## config.mk

```make
export PLATFORM = sky130hd
export DESIGN_NAME = exe_div_unit
export DESIGN_NICKNAME = d
export VERILOG_FILES = /design/src/rtl/exe_div_unit.sv
export SDC_FILE = /design/constraint.sdc
export NUM_CORES = 1
export LEC_CHECK = 0
export BUFFER_PORTS_ARGS = -buffer_cell sky130_fd_sc_hd__buf_2
export CELL_PAD_IN_SITES_DETAIL_PLACEMENT = 1
export CELL_PAD_IN_SITES_GLOBAL_PLACEMENT = 1
export CORE_ASPECT_RATIO = 0.9
export CORE_UTILIZATION = 40
export CTS_BUF_LIST = sky130_fd_sc_hd__clkbuf_8
export DETAILED_ROUTE_END_ITERATION = 10
export PLACE_DENSITY_LB_ADDON = 0.1
export SETUP_SLACK_MARGIN = 0.1
export SKIP_CTS_REPAIR_TIMING = 1
export SYNTH_ARGS = -nofsm -noshare
export SYNTH_HDL_FRONTEND = slang
export SYNTH_SLANG_ARGS = --single-unit
```

## constraint.sdc

```tcl
create_clock -name clk -period 4.6 [get_ports clk]
set_input_delay 0 -clock clk [delete_from_list [all_inputs] [get_ports clk]]
set_output_delay 0 -clock clk [all_outputs]
set_load 0.02 [all_outputs]
```

## src/rtl/exe_div_unit.sv

```systemverilog
// exe_div_unit: multi-cycle radix-2 restoring divider for DIV/DIVU in EXE.
// Produces one quotient bit per clock; quotient goes to LO, remainder to HI.
//
//   state | meaning
//   ------+------------------------------------------------------------
//   IDLE  | waiting for a DIV/DIVU in EXE; stall only while accepting
//   BUSY  | iterating, one quotient bit per edge; pipeline frozen
//   DONE  | one-cycle result-valid pulse; instruction leaves EXE after it
module exe_div_unit #(
    parameter int DATA_W = 32,
    parameter int CNT_W  = 5
) (
    input  logic              clk,
    input  logic              rst,
    input  logic              EXE_DivStart,
    input  logic              EXE_DivSigned,
    input  logic [DATA_W-1:0] EXE_Dividend,
    input  logic [DATA_W-1:0] EXE_Divisor,
    input  logic              EXE_Flush,
    output logic              Div_Stall,
    output logic              Div_Busy,
    output logic              Div_Done,
    output logic [DATA_W-1:0] Div_Quotient,
    output logic [DATA_W-1:0] Div_Remainder
);

    typedef enum logic [1:0] {
        IDLE = 2'd0,
        BUSY = 2'd1,
        DONE = 2'd2
    } state_e;

    localparam logic [DATA_W-1:0] ONE = {{(DATA_W-1){1'b0}}, 1'b1};

    state_e             state_q, state_d;
    // dvd_q shifts the dividend magnitude out at the MSB while quotient
    // bits shift in at the LSB, so after the last iteration it holds |Q|.
    logic [DATA_W-1:0]  dvd_q, dvd_d;
    logic [DATA_W-1:0]  dvs_q, dvs_d;
    logic [DATA_W-1:0]  rem_q, rem_d;
    logic [CNT_W-1:0]   cnt_q, cnt_d;
    logic               neg_quo_q, neg_quo_d;
    logic               neg_rem_q, neg_rem_d;
    logic [DATA_W-1:0]  quo_res_q, quo_res_d;
    logic [DATA_W-1:0]  rem_res_q, rem_res_d;

    logic               dvd_neg, dvs_neg;
    logic [DATA_W-1:0]  dvd_mag, dvs_mag;
    logic [DATA_W:0]    rem_shift;
    logic               rem_ge;
    logic [DATA_W-1:0]  rem_iter, quo_iter;
    logic [DATA_W-1:0]  quo_fix, rem_fix;
    logic               last_iter;

    // Operand magnitudes and one restoring step. The shifted remainder is
    // DATA_W+1 bits wide: with an unsigned divisor above 2^(DATA_W-1) the
    // shifted partial remainder can exceed DATA_W bits before subtraction.
    always_comb begin
        dvd_neg   = EXE_DivSigned & EXE_Dividend[DATA_W-1];
        dvs_neg   = EXE_DivSigned & EXE_Divisor[DATA_W-1];
        dvd_mag   = dvd_neg ? (~EXE_Dividend + ONE) : EXE_Dividend;
        dvs_mag   = dvs_neg ? (~EXE_Divisor + ONE) : EXE_Divisor;
        rem_shift = {rem_q, dvd_q[DATA_W-1]};
        rem_ge    = (rem_shift >= {1'b0, dvs_q});
        rem_iter  = rem_ge ? (rem_shift[DATA_W-1:0] - dvs_q) : rem_shift[DATA_W-1:0];
        quo_iter  = {dvd_q[DATA_W-2:0], rem_ge};
        quo_fix   = neg_quo_q ? (~quo_iter + ONE) : quo_iter;
        rem_fix   = neg_rem_q ? (~rem_iter + ONE) : rem_iter;
        last_iter = (cnt_q == CNT_W'(DATA_W - 1));
    end

    // Next-state and datapath updates; flush overrides everything and
    // leaves the result registers untouched.
    always_comb begin
        state_d   = state_q;
        dvd_d     = dvd_q;
        dvs_d     = dvs_q;
        rem_d     = rem_q;
        cnt_d     = cnt_q;
        neg_quo_d = neg_quo_q;
        neg_rem_d = neg_rem_q;
        quo_res_d = quo_res_q;
        rem_res_d = rem_res_q;

        if (EXE_Flush) begin
            state_d = IDLE;
        end else begin
            case (state_q)
                IDLE: begin
                    if (EXE_DivStart) begin
                        dvd_d     = dvd_mag;
                        dvs_d     = dvs_mag;
                        rem_d     = '0;
                        cnt_d     = '0;
                        neg_quo_d = dvd_neg ^ dvs_neg;
                        neg_rem_d = dvd_neg;
                        state_d   = BUSY;
                    end
                end
                BUSY: begin
                    dvd_d = quo_iter;
                    rem_d = rem_iter;
                    cnt_d = cnt_q + 1'b1;
                    if (last_iter) begin
                        quo_res_d = quo_fix;
                        rem_res_d = rem_fix;
                        state_d   = DONE;
                    end
                end
                DONE: begin
                    // Start is still high from the finishing instruction;
                    // returning to IDLE unconditionally prevents a relaunch.
                    state_d = IDLE;
                end
                default: begin
                    state_d = IDLE;
                end
            endcase
        end
    end

    // State, iteration datapath and result registers.
    always_ff @(posedge clk or posedge rst) begin
        if (rst) begin
            state_q   <= IDLE;
            dvd_q     <= '0;
            dvs_q     <= '0;
            rem_q     <= '0;
            cnt_q     <= '0;
            neg_quo_q <= 1'b0;
            neg_rem_q <= 1'b0;
            quo_res_q <= '0;
            rem_res_q <= '0;
        end else begin
            state_q   <= state_d;
            dvd_q     <= dvd_d;
            dvs_q     <= dvs_d;
            rem_q     <= rem_d;
            cnt_q     <= cnt_d;
            neg_quo_q <= neg_quo_d;
            neg_rem_q <= neg_rem_d;
            quo_res_q <= quo_res_d;
            rem_res_q <= rem_res_d;
        end
    end

    // Pipeline-facing status; stall is combinational so the accepting cycle
    // is already frozen, and it drops in DONE to let the instruction advance.
    always_comb begin
        Div_Busy      = (state_q == BUSY);
        Div_Done      = (state_q == DONE) & ~EXE_Flush;
        Div_Stall     = ((state_q == IDLE) & EXE_DivStart & ~EXE_Flush) | (state_q == BUSY);
        Div_Quotient  = quo_res_q;
        Div_Remainder = rem_res_q;
    end

endmodule

```

==> impl_metrics.env <==
export IMPL_fin_ws_ps=285
export IMPL_yosys_area_top_type_share=0.356
export IMPL_cts_tree="built"
export IMPL_crit_path_end_kind="flip-flop"
export IMPL_dp_slack_ps=225
export IMPL_path_delay_family="compound AO/OA/AOI/OAI gates"
export IMPL_power_total_uw=9970
export IMPL_min_path_cells=3
export IMPL_setup_violations=0
export IMPL_synth_seq_area_share=0.356
export IMPL_clk_pin_slew_ps=110
export IMPL_post_route_period_util=0.938
export IMPL_cp_buffers_inverters=3
export IMPL_core_area_sq_mm=0.0291
export IMPL_vias=11500
export IMPL_critPathRequiredTime_ps=5020
export IMPL_ys_top_cells_by_area="dfrtp_1 36%, o21ai_0 8.4%, nand2_1 6.3%, xor2_1 5.7%, xnor2_1 4.4%"
export IMPL_status="finished with violations"
export IMPL_gp_routability_congestion=0.910
export IMPL_timing_worst_setup_path_type="flip-flop to flip-flop"
export IMPL_cts_buffers=17
export IMPL_die_w_um=184
export IMPL_slowest_stage="or4b_1"
export IMPL_critPathMaxStageDelay_ps=580
export IMPL_synth_ff_latch_count=169
export IMPL_drc=0
export IMPL_wl_um=41300
export IMPL_final_hold_violation_count=5
export IMPL_ys_warnings_count=0
export IMPL_grt_pass1_vias=10900
export IMPL_area_delta_synth_final_pct=21.0
export IMPL_root_buffer="clkbuf_8"
export IMPL_crit_fanout=4
export IMPL_reg2reg_from="dvd_q[31]"
export IMPL_die_area_sq_mm=0.0304
export IMPL_slew_violations=0
export IMPL_syn_avg_cell_area_sq_um=8.33
export IMPL_reg2reg_depth=15
export IMPL_grt_total_usage=0.266
export IMPL_die_y_um=166
export IMPL_nNetsFinal=1717
export IMPL_peakVddDrop_uv=344
export IMPL_async_flop_share=1.00
export IMPL_setup_tns_ps=0
export IMPL_violations="hold timing"
export IMPL_placedCellCount=1920
export IMPL_r2r_slack_ps=290
export IMPL_antenna_found_initial=0
export IMPL_insertion_delay_ps=500
export IMPL_rows=59
export IMPL_grt_max_degree=170
export IMPL_syn_nets=1536
export IMPL_timing_fmax_mhz=232
export IMPL_synth_cells=1428
export IMPL_p_leak_uw=0.00633
export IMPL_fin_hold_ws_ps=-41.4
export IMPL_antenna_left=0
export IMPL_arrival_ps=4740
export IMPL_powerDensity_mw_per_mm2=693
export IMPL_cts_max_path_buffers=2
export IMPL_crit_chain="inv_1, ha_1, inv_1, fa_1, a21o_1, a221o_2, o21ai_1, buf_4, nand3_1, a211oi_1, xor2_1, o211ai_1, or4b_1, or4_1, nand3_1"
export IMPL_avgRoutedWirePerCell_um=20.4
export IMPL_rsz0062_at_grt="no"
export IMPL_via_per_inst=5.71
export IMPL_io_buffers=135
export IMPL_holdPathEnd="dvs_q[3]"
export IMPL_maxCapViolCount=0
export IMPL_synth_cell_type_count=92
export IMPL_first_pass_iters=5
export IMPL_period_minus_slack_ps=4310
export IMPL_final_seq_area_sq_mm=0.00423
export IMPL_r2r_end="Div_Remainder[31]"
export IMPL_n_fill_cell=3525
export IMPL_diodes=0
export IMPL_tightest_slew_ps=1070
export IMPL_drive_gt1_frac=0.181
export IMPL_instances_no_fill=2018
export IMPL_slew_headroom=0.289
export IMPL_min_from="EXE_Divisor[3]"
export IMPL_synth_ff_type="dfrtp_1"
export IMPL_dp_hpwl_um=30200
export IMPL_ios=136
export IMPL_hold_path_class="primary input to flip-flop"
export IMPL_synth_area_sq_mm=0.0119
export IMPL_start_util=0.409
export IMPL_start_kind="flip-flop"
export IMPL_gr_total_overflow=0
export IMPL_synth_top_area_cell="dfrtp_1"
export IMPL_synth_edf_count=0
export IMPL_grt_first_pass_wirelength_um=62500
export IMPL_multi_input_area_sq_mm=0.00741
export IMPL_h_tree_depth=4
export IMPL_drt_initial_drc_count=775
export IMPL_clock_sinks=169
export IMPL_clock_skew_ps=26.9
## cell type report
class | count | share of cell area
Timing Repair Buffer | 240 | 0.114
Tap cell | 396 | 0.0344
Clock inverter | 14 | 0.0104
Multi-Input combinational cell | 1127 | 0.515
Clock buffer | 18 | 0.0172
Sequential cell | 169 | 0.294
Inverter | 54 | 0.0143
## Yosys cell counts (9+ instances only)
library cell / count
a22oi_1: 34
a31oi_1: 12
nor2_1: 86
ha_1: 38
clkbuf_1: 47
nor3_1: 25
or3_1: 17
xnor2_1: 60
mux2i_1: 16
nand4_1: 15
a211oi_1: 11
or4_1: 13
dfrtp_1: 169
inv_1: 52
a21o_1: 13
xor2_1: 77
nand2_1: 198
o21ai_0: 199
nor4_1: 21
o31ai_1: 28
o21ai_1: 10
a21oi_1: 69
o41ai_1: 12
nand3_1: 24
buf_2: 18
and3_1: 9
## tightest hold or removal path, stage by stage
cell     delay (ps)
buf_2           120
xor2_1          140
o21ai_0         160
## routing by layer
metal,up-vias,part of all wire,wire length (um),GRT usage
met5,-,0,0,0
met1,5652,0.50,20700,0.407
met3,38,0.059,2430,0.0482
li1,5524,-,-,-
met4,0,0.013,534,0.0545
met2,305,0.43,17600,0.383
## stage by stage
step | utilization | hold WS (ps) | instance area (sq um)
floorplan | - | 81.7 | 11900
global placement | 0.451 | 285 | 13100
detailed placement | 0.451 | 298 | 13100
CTS | 0.464 | -218 | 13500
global route | 0.495 | 2.64 | 14400
finish | 0.495 | -41.4 | 14400
## kinds of logic (layout without fill, tap and decap cells)
logic type | count (synthesis) | in the layout | share of synthesized area
AOI/OAI and AO/OA | 466 | 466 | 0.249
xor gates and xnor gates | 138 | 138 | 0.102
adders and majority gates | 39 | 39 | 0.0417
buffers and inverters | 132 | 326 | 0.0459
DFF | 169 | 169 | 0.356
muxes | 18 | 18 | 0.0154
and+or+nand+nor | 466 | 466 | 0.190
## worst max path at each step
| stage | start | end | slack (ps) | depth (start not counted) |
|---|---|---|---|---|
| 2_1_floorplan | rem_q[13] | Div_Remainder[24] | 120 | 20 |
| 5_1_grt | dvs_q[1] | Div_Remainder[18] | 80 | 18 |
| 4_1_cts | rem_q[14] | Div_Remainder[24] | 190 | 16 |
| 3_5_place_dp | rem_q[20] | Div_Remainder[24] | 230 | 16 |
| 3_3_place_gp | rem_q[5] | Div_Remainder[31] | 300 | 11 |
| 6_report | dvd_q[31] | Div_Remainder[31] | 290 | 15 |
## registers in the layout, indices dropped and copies added, names as in the netlist
signal / cells
Div_Quotient: 32
Div_Remainder: 32
cnt_q: 5
dvd_q: 32
dvs_q: 32
neg_quo_q: 1
neg_rem_q: 1
rem_q: 32
state_q: 2
## where the power goes
part | internal (uW) | switching (uW)
logic | 2470 | 4260
registers | 1750 | 365
clock network | 423 | 699
## cell usage in the layout, fill, tap and decap left out, drive strengths merged, types with 25 or more instances in the layout
cell	count
dfrtp	169
a21oi	74
xnor2	61
buf	177
inv	60
ha	38
xor2	77
nor3	25
o21ai	211
nor2	87
o31ai	28
dlygate4sd3	63
a22oi	35
nand2	199
Note: power is estimated with default switching activity, not from simulation.
